File: config.mk
export PLATFORM = sky130hd
export DESIGN_NAME = fetch_stage
export DESIGN_NICKNAME = d
export VERILOG_FILES = /design/src/rtl/asip_pkg.sv /design/src/rtl/fetch_stage_ifid_reg.sv /design/src/rtl/fetch_stage.sv
export SDC_FILE = /design/constraint.sdc
export NUM_CORES = 1
export LEC_CHECK = 0
export BUFFER_PORTS_ARGS = -buffer_cell sky130_fd_sc_hd__buf_2
export CORE_ASPECT_RATIO = 2
export CORE_MARGIN = 2
export CORE_UTILIZATION = 43
export DETAILED_ROUTE_END_ITERATION = 10
export PLACE_DENSITY = 0.77
export SYNTH_ARGS = -nofsm -noshare
export SYNTH_HDL_FRONTEND = slang
export SYNTH_SLANG_ARGS = --single-unit
File: constraint.sdc
create_clock -name clk -period 1.8 [get_ports clk]
set_input_delay 0.18 -clock clk [delete_from_list [all_inputs] [get_ports clk]]
set_output_delay 0.18 -clock clk [all_outputs]
set_load 0.01 [all_outputs]
File: src/rtl/asip_pkg.sv
// Shared types and constants for the 24-bit ASIP pipeline front end.
// Latency: n/a (declarations only).
// Backpressure: n/a (declarations only).
package asip_pkg;

  localparam int              IMEM_DEPTH = 256;
  localparam int              OPC_W      = 5;
  localparam logic [OPC_W-1:0] HALT_OPC  = 5'b11111;
  localparam logic [23:0]     NOP_INSTR  = 24'h0;

  typedef enum logic [1:0] {
    BOOT   = 2'd0,
    RUN    = 2'd1,
    HALTED = 2'd2
  } fetch_state_t;

endpackage

File: src/rtl/fetch_stage_ifid_reg.sv
// IF/ID pipeline register: captures an instruction word and its PC for decode.
// Latency: one clk edge from load/flush to outputs.
// Backpressure: holds contents when neither load nor flush is asserted; flush wins over load.
// Ports: clk/rst (async active-high), load/flush controls, d_instr/d_pc capture data,
//        ifid_instr/ifid_pc/ifid_valid registered outputs.
module ifid_reg
  import asip_pkg::*;
#(
  parameter int N = 24
) (
  input  logic         clk,
  input  logic         rst,
  input  logic         load,
  input  logic         flush,
  input  logic [N-1:0] d_instr,
  input  logic [N-1:0] d_pc,
  output logic [N-1:0] ifid_instr,
  output logic [N-1:0] ifid_pc,
  output logic         ifid_valid
);

  logic [N-1:0] instr_q, instr_d;
  logic [N-1:0] pc_q, pc_d;
  logic         valid_q, valid_d;

  // A flushed slot becomes a NOP bubble; its PC is left as-is since
  // decode ignores the PC of an invalid slot.
  always_comb begin
    instr_d = instr_q;
    pc_d    = pc_q;
    valid_d = valid_q;
    if (flush) begin
      instr_d = N'(NOP_INSTR);
      valid_d = 1'b0;
    end else if (load) begin
      instr_d = d_instr;
      pc_d    = d_pc;
      valid_d = 1'b1;
    end
  end

  always_ff @(posedge clk or posedge rst) begin
    if (rst) begin
      instr_q <= '0;
      pc_q    <= '0;
      valid_q <= 1'b0;
    end else begin
      instr_q <= instr_d;
      pc_q    <= pc_d;
      valid_q <= valid_d;
    end
  end

  assign ifid_instr = instr_q;
  assign ifid_pc    = pc_q;
  assign ifid_valid = valid_q;

endmodule

File: src/rtl/fetch_stage.sv
// Instruction fetch: owns the PC, drives imem_addr, fills IF/ID; HALT freezes fetch.
// Latency: word at address A appears on ifid_* one edge after pc==A with stall low.
// Backpressure: stall holds PC and IF/ID; redirect overrides stall and flushes IF/ID.
// Ports: clk, rst (async active-high), stall, redirect/redirect_pc from execute,
//        imem_addr/imem_instr to/from instruction memory, ifid_* to decode, halted status.
// Optional: define FETCH_PERF_CNT_EN to add perf_fetched / perf_stall 32-bit counters.
module fetch_stage
  import asip_pkg::*;
#(
  parameter int                N          = 24,
  parameter int                IMEM_DEPTH = asip_pkg::IMEM_DEPTH,
  parameter int                RESET_PC   = 0,
  parameter int                OPC_W      = asip_pkg::OPC_W,
  parameter logic [OPC_W-1:0]  HALT_OPC   = asip_pkg::HALT_OPC
) (
  input  logic         clk,
  input  logic         rst,
  input  logic         stall,
  input  logic         redirect,
  input  logic [N-1:0] redirect_pc,
  output logic [N-1:0] imem_addr,
  input  logic [N-1:0] imem_instr,
  output logic [N-1:0] ifid_instr,
  output logic [N-1:0] ifid_pc,
  output logic         ifid_valid,
`ifdef FETCH_PERF_CNT_EN
  output logic [31:0]  perf_fetched,
  output logic [31:0]  perf_stall,
`endif
  output logic         halted
);

  // IMEM_DEPTH is a power of two, so modulo is a mask of the low address bits.
  localparam logic [N-1:0] PC_MASK = N'(IMEM_DEPTH - 1);

  fetch_state_t state_q, state_d;
  logic [N-1:0] pc_q, pc_d;
  logic         halted_q, halted_d;
  logic         load, flush;
  logic         is_halt;

  assign is_halt = (imem_instr[N-1 -: OPC_W] == HALT_OPC);

  always_comb begin
    state_d  = state_q;
    pc_d     = pc_q;
    halted_d = halted_q;
    load     = 1'b0;
    flush    = 1'b0;
    if (redirect) begin
      // Redirect beats stall and is the only non-reset exit from HALTED.
      pc_d     = redirect_pc & PC_MASK;
      flush    = 1'b1;
      state_d  = RUN;
      halted_d = 1'b0;
    end else begin
      unique case (state_q)
        BOOT: state_d = RUN;  // one settle cycle for the memory after reset
        RUN: begin
          if (!stall) begin
            load = 1'b1;
            if (is_halt) begin
              // HALT itself issues normally; fetch then freezes on its address.
              state_d  = HALTED;
              halted_d = 1'b1;
            end else begin
              pc_d = (pc_q + N'(1)) & PC_MASK;
            end
          end
        end
        HALTED: flush = !stall;  // feed bubbles to decode unless it is stalled
        default: state_d = BOOT;
      endcase
    end
  end

  always_ff @(posedge clk or posedge rst) begin
    if (rst) begin
      state_q  <= BOOT;
      pc_q     <= N'(RESET_PC);
      halted_q <= 1'b0;
    end else begin
      state_q  <= state_d;
      pc_q     <= pc_d;
      halted_q <= halted_d;
    end
  end

  assign imem_addr = pc_q;
  assign halted    = halted_q;

  ifid_reg #(.N(N)) u_ifid_reg (
    .clk        (clk),
    .rst        (rst),
    .load       (load),
    .flush      (flush),
    .d_instr    (imem_instr),
    .d_pc       (pc_q),
    .ifid_instr (ifid_instr),
    .ifid_pc    (ifid_pc),
    .ifid_valid (ifid_valid)
  );

`ifdef FETCH_PERF_CNT_EN
  logic [31:0] perf_fetched_q, perf_fetched_d;
  logic [31:0] perf_stall_q, perf_stall_d;

  always_comb begin
    perf_fetched_d = perf_fetched_q + 32'(load);
    perf_stall_d   = perf_stall_q + 32'((state_q == RUN) && stall && !redirect);
  end

  always_ff @(posedge clk or posedge rst) begin
    if (rst) begin
      perf_fetched_q <= '0;
      perf_stall_q   <= '0;
    end else begin
      perf_fetched_q <= perf_fetched_d;
      perf_stall_q   <= perf_stall_d;
    end
  end

  assign perf_fetched = perf_fetched_q;
  assign perf_stall   = perf_stall_q;
`endif

endmodule
# == Yosys cells after proc, flatten, opt, wreduce, memory -nomap -nowiden ==
# Cells that the tools add are included.
# word_totals
ff_bits,76
word_cells,46
# classes
n_addsub,1
eq_ne,8
mux,21
bitwise_logic,1
n_reduce_logical,9
# ops
op,count
$mux W24,6
$mux W1,11
$reduce_and A3 Y1,3
$add A8 B1 Y8 const B,1
$mux W2,3
$ne A3 B3 Y1 const B,2
$pmux W2 S3,1
$reduce_bool A2 Y1,3
$eq A5 B5 Y1 const B,1
$ne A2 B2 Y1 const B,2
$eq A2 B1 Y1 const B,1
$eq A2 B2 Y1 const B,1
$logic_not A2 Y1,1
$ne A2 B1 Y1 const B,1
$reduce_and A2 Y1,1
$logic_not A1 Y1,1
$not A1 Y1,1

# == Depth between registers and ports, before layout ==
# depth
ltp_word,5
mapped_depth,5
depth_no_buf,5

# == Hierarchy ==
# Synthesis repeated with hierarchy kept, for this count alone.
# hier_totals
hier_cells,220
hier_area_um2,2816.5
# modules_own_cells
mod,n_inst,cells_per_inst,area_per_inst_um2,seq_area_each_um2
ifid_reg,1,134,2001.9,1226.2
fetch_stage,1,86,814.5,275.3

# == Worst setup path after synthesis ==
# Ideal clock, no wire load.
# synth_path
path_kind,register to register
from,register state_q[1]
to,register u_ifid_reg.pc_q[0] (netlist: u_ifid_reg.ifid_pc[0])
setup_ns,0.128
arrival_time_ns,1.477
t_required_ns,1.672
path_slack_ns,0.196
path_stages_with_launch,5
n_path_buf,1
synth_period_minus_slack_ns,1.604
cell_sequence,dfrtp_1 -> or3b_1 -> nor2_4 -> buf_6 -> mux2_1
# synth_between
elab_chain_len,5
word_cells_on_any_way,8
classes_between,2 x eq/ne; 4 x mux; 1 x bitwise; 1 x reduce/logical
# synth_lines
item,line_no,rtl
from (decl),fetch_stage.sv:36,"fetch_state_t state_q, state_d;"
from (signal assigned),fetch_stage.sv:83,state_q <= state_d;
$eq A2 B2 Y1,fetch_stage.sv:57,unique case (state_q)
$mux W1,fetch_stage.sv:57,
$mux W1,fetch_stage.sv:50,if (redirect) begin
$not A1 Y1 (no source line),n/a,
$reduce_and A2 Y1 (no source line) (*),n/a,
to (signal assigned),fetch_stage_ifid_reg.sv:49,pc_q <= pc_d;
to (decl),fetch_stage_ifid_reg.sv:23,"logic [N-1:0] pc_q, pc_d;"
# Mark *: on every way between the ends. The rest lies on a longest branch, timed or not.
# A chain may end at the register's enable or synchronous reset.

# == Final worst setup path ==
# layout_path
from,register state_q[1]
to,register u_ifid_reg.pc_q[7] (netlist: u_ifid_reg.ifid_pc[7])
# Same word-level chain as after synthesis.

==> impl_metrics.py <==
metrics = {
    "sta": {
        "finalCritPeriodShare_pct": 93.91,
        "finalClockSkew_ns": 0.007945,
        "fmax_mhz": 591.6,
        "slew_headroom_pct": 63.67,
        "worst_slack_ns": 0.1097,
        "whs_ns": 0.01120,
        "fin_crit_ns": 1.690,
        "rsz0062_at_grt": "no",
        "setup_viol": 0,
        "worstMarginPinSlew_ns": 0.5449,
        "hold_violations": 0,
        "slew_violations": 0,
        "finalSetupTns_ns": 0,
    },
    "power": {
        "powerDensity_mw_per_mm2": 866.6,
        "ir_worst_vdd_v": 0.0005513,
        "p_total_uw": 2201,
        "p_leak_uw": 0.001373,
    },
    "clock_network": {
        "clk_path_buf_depth": 2,
        "clock-sinks": 44,
        "cts_max_level": 2,
        "cts.repair.resized": 0,
        "cts_buffers": 5,
        "cts_hold_buf": 0,
        "postCtsSetupRepairBufs": 0,
        "worstSkewPairLatency_ns": 0.29,
        "clk_pin_slew_ns": 0.08,
        "root_buffer": "clkbuf_8",
        "cts_tree": "built",
    },
    "min_path": {
        "min_path_type": "input pin to asynchronous set/reset pin",
    },
    "detailed_routing": {
        "post_drt_wl_per_cell_um": 13.75,
        "ant_nets": 0,
        "drt_wl_total_mm": 4.385,
        "first_pass_iters": 4,
        "first_iter_violations": 14,
        "drc": 0,
        "via_per_inst": 5.022,
        "via_count": 1602,
    },
    "worst_setup_path": {
        "rr_worst_depth": 4,
        "worstPathMaxFanout": 19,
        "reg2reg_from": "state_q[1]",
        "crit_end": "u_ifid_reg.ifid_pc[7]",
        "crit_path_end_kind": "flop",
        "setup.worst_path.class": "flop to flop",
        "worstPathRequired_ns": 1.97,
        "rrSetupSlack_ns": 0.11,
        "start_kind": "flop",
        "r2r_end": "u_ifid_reg.ifid_pc[7]",
        "crit_start": "state_q[1]",
        "crit_arrival_ns": 1.86,
    },
    "layout": {
        "stdcell_area_mm2": 0.002540,
        "ff_latch_area_mm2": 0.001101,
        "layout-drive-gt1-share_pct": 37.50,
        "syn2layout_area_growth_pct": 22.07,
        "nets": 316,
        "multi_input_area_um2": 804.5,
        "fill_cells": 463,
        "antenna_cells": 0,
    },
    "status": {
        "status": "complete, no violations",
    },
    "synthesis": {
        "synth_cell_types": 38,
        "synth_edf_count": 0,
        "synth_seq_cells": 44,
        "synthArstFlopShare_pct": 100.0,
        "synth-seq-area-share_pct": 52.92,
        "synthesis.area_mm2": 0.002081,
        "syn_area_per_cell_um2": 11.62,
        "synth_cells": 179,
        "synthFlopType": "dfrtp_1",
        "synth_warnings": 0,
    },
    "floorplanning": {
        "coreArea_mm2": 0.004642,
        "start_util_pct": 44.82,
        "dieArea_mm2": 0.005445,
        "die_w_um": 53.19,
        "ios": 126,
        "row_count": 35,
        "die_height_um": 102.4,
    },
    "grt": {
        "grt_pass1_wl_mm": 6.851,
        "grt_pass1_vias": 1505,
        "antenna_found_initial": 0,
        "grt_overflow": 0,
        "grt_start_max_net_pins": 45,
        "track_usage_pct": 16.91,
    },
    "flow_run": {
        "maxCapViolCount": 0,
    },
    "placed_design": {
        "place_area_mm2": 0.002447,
        "hpwlAfterDp_mm": 3.392,
        "post-place-ws_ns": 0.1152,
        "gp_congestion": 0.7828,
        "port_buffers": 77,
    },
}
synth_stat cells (all sizes together), types with 2 or more instances:
cell type  instances  area (µm²)
and3               3       18.77
or4                2       15.01
a22o              24       210.2
o211ai             2       15.01
inv                4       15.01
o21ai              8       43.79
dfrtp             44        1101
nand2              9       33.78
nor2               7       33.78
clkbuf             3       11.26
buf               36       265.3
a21oi              4       23.77
nand3              3       15.01
mux2               8       90.09
a31oi              2       12.51
nand4              3       18.77
a311o              2       20.02
xnor2              3       26.28
metrics by stage:
step                      util [%]  instances
after floorplan                  -        210
after global placement       52.72        311
after detailed placement     52.72        311
after CTS                    54.72        319
after global routing         54.72        319
final                        54.72        319
worst max-delay path, stage by stage, from the launching register on:
cell and delay [ns]:
dfrtp_1 0.48, or3b_1 0.45, nor2_4 0.14, buf_12 0.16
mux2_1 0.33
report_power, final:
| part | internal [µW] | switching (µW) | total, µW | leakage, µW |
|---|---|---|---|---|
| logic | 192 | 245 | 438 | 0.000761 |
| clock network | 306 | 316 | 622 | 0.0000510 |
| registers | 1080 | 60.1 | 1140 | 0.000561 |
cell usage in the layout, fill, tap and decap left out, drive strengths merged:
cell type	n
nor2	7
nand3	3
a21oi	4
dfrtp	44
ha	1
o21ai	8
mux2	8
clkbuf	6
o211ai	2
o31ai	1
xor2	1
xnor2	3
and4	1
nand2	9
clkinv	2
conb	32
a22o	24
mux2i	1
a211oi	1
o21bai	1
nand4bb	1
a31oi	2
nand4	3
nor2b	1
buf	85
inv	4
or3b	1
nor3b	1
or4	2
a311o	2
and3	3
cell families after synthesis:
logic type,Yosys count,share of synthesized area (%)
AOI/OAI and AO/OA,45,16.72
xor gates and xnor gates,4,1.684
adders and majority gates,1,0.6012
buffers and inverters,43,14.01
DFF,44,52.92
muxes,9,4.811
other,1,0.1802
and+or+nand+nor,32,9.080
sequential cells by signal, summed over array words and instances (netlist names):
signal / count
u_ifid_reg.ifid_valid: 1
imem_addr: 8
halted: 1
u_ifid_reg.ifid_instr: 24
u_ifid_reg.ifid_pc: 8
state_q: 2
worst min-delay path by stage:
stage / startpoint / to / cells after the start
finish: rst / u_ifid_reg.ifid_instr[6] / 3
global route: rst / u_ifid_reg.ifid_pc[2] / 3
CTS: rst / u_ifid_reg.ifid_valid / 3
detailed placement: rst / u_ifid_reg.ifid_instr[11] / 3
global placement: rst / u_ifid_reg.ifid_instr[11] / 3
floorplan: redirect_pc[5] / imem_addr[5] / 2
layer usage:
metal	wire [µm]	track usage (%)
met5	0	0
met4	65	7.890
met3	272	2.632
met2	2488	29.81
met1	1558	19.33
layout make-up:
class / count / area share [%]
Clock buffer: 6 / 3.251
Sequential cell: 44 / 43.35
Inverter: 4 / 0.5911
Clock inverter: 2 / 0.3941
Tap cell: 55 / 2.709
Multi-Input combinational cell: 123 / 31.67
Timing Repair Buffer: 85 / 18.03
(Power assumes the default switching activity.)
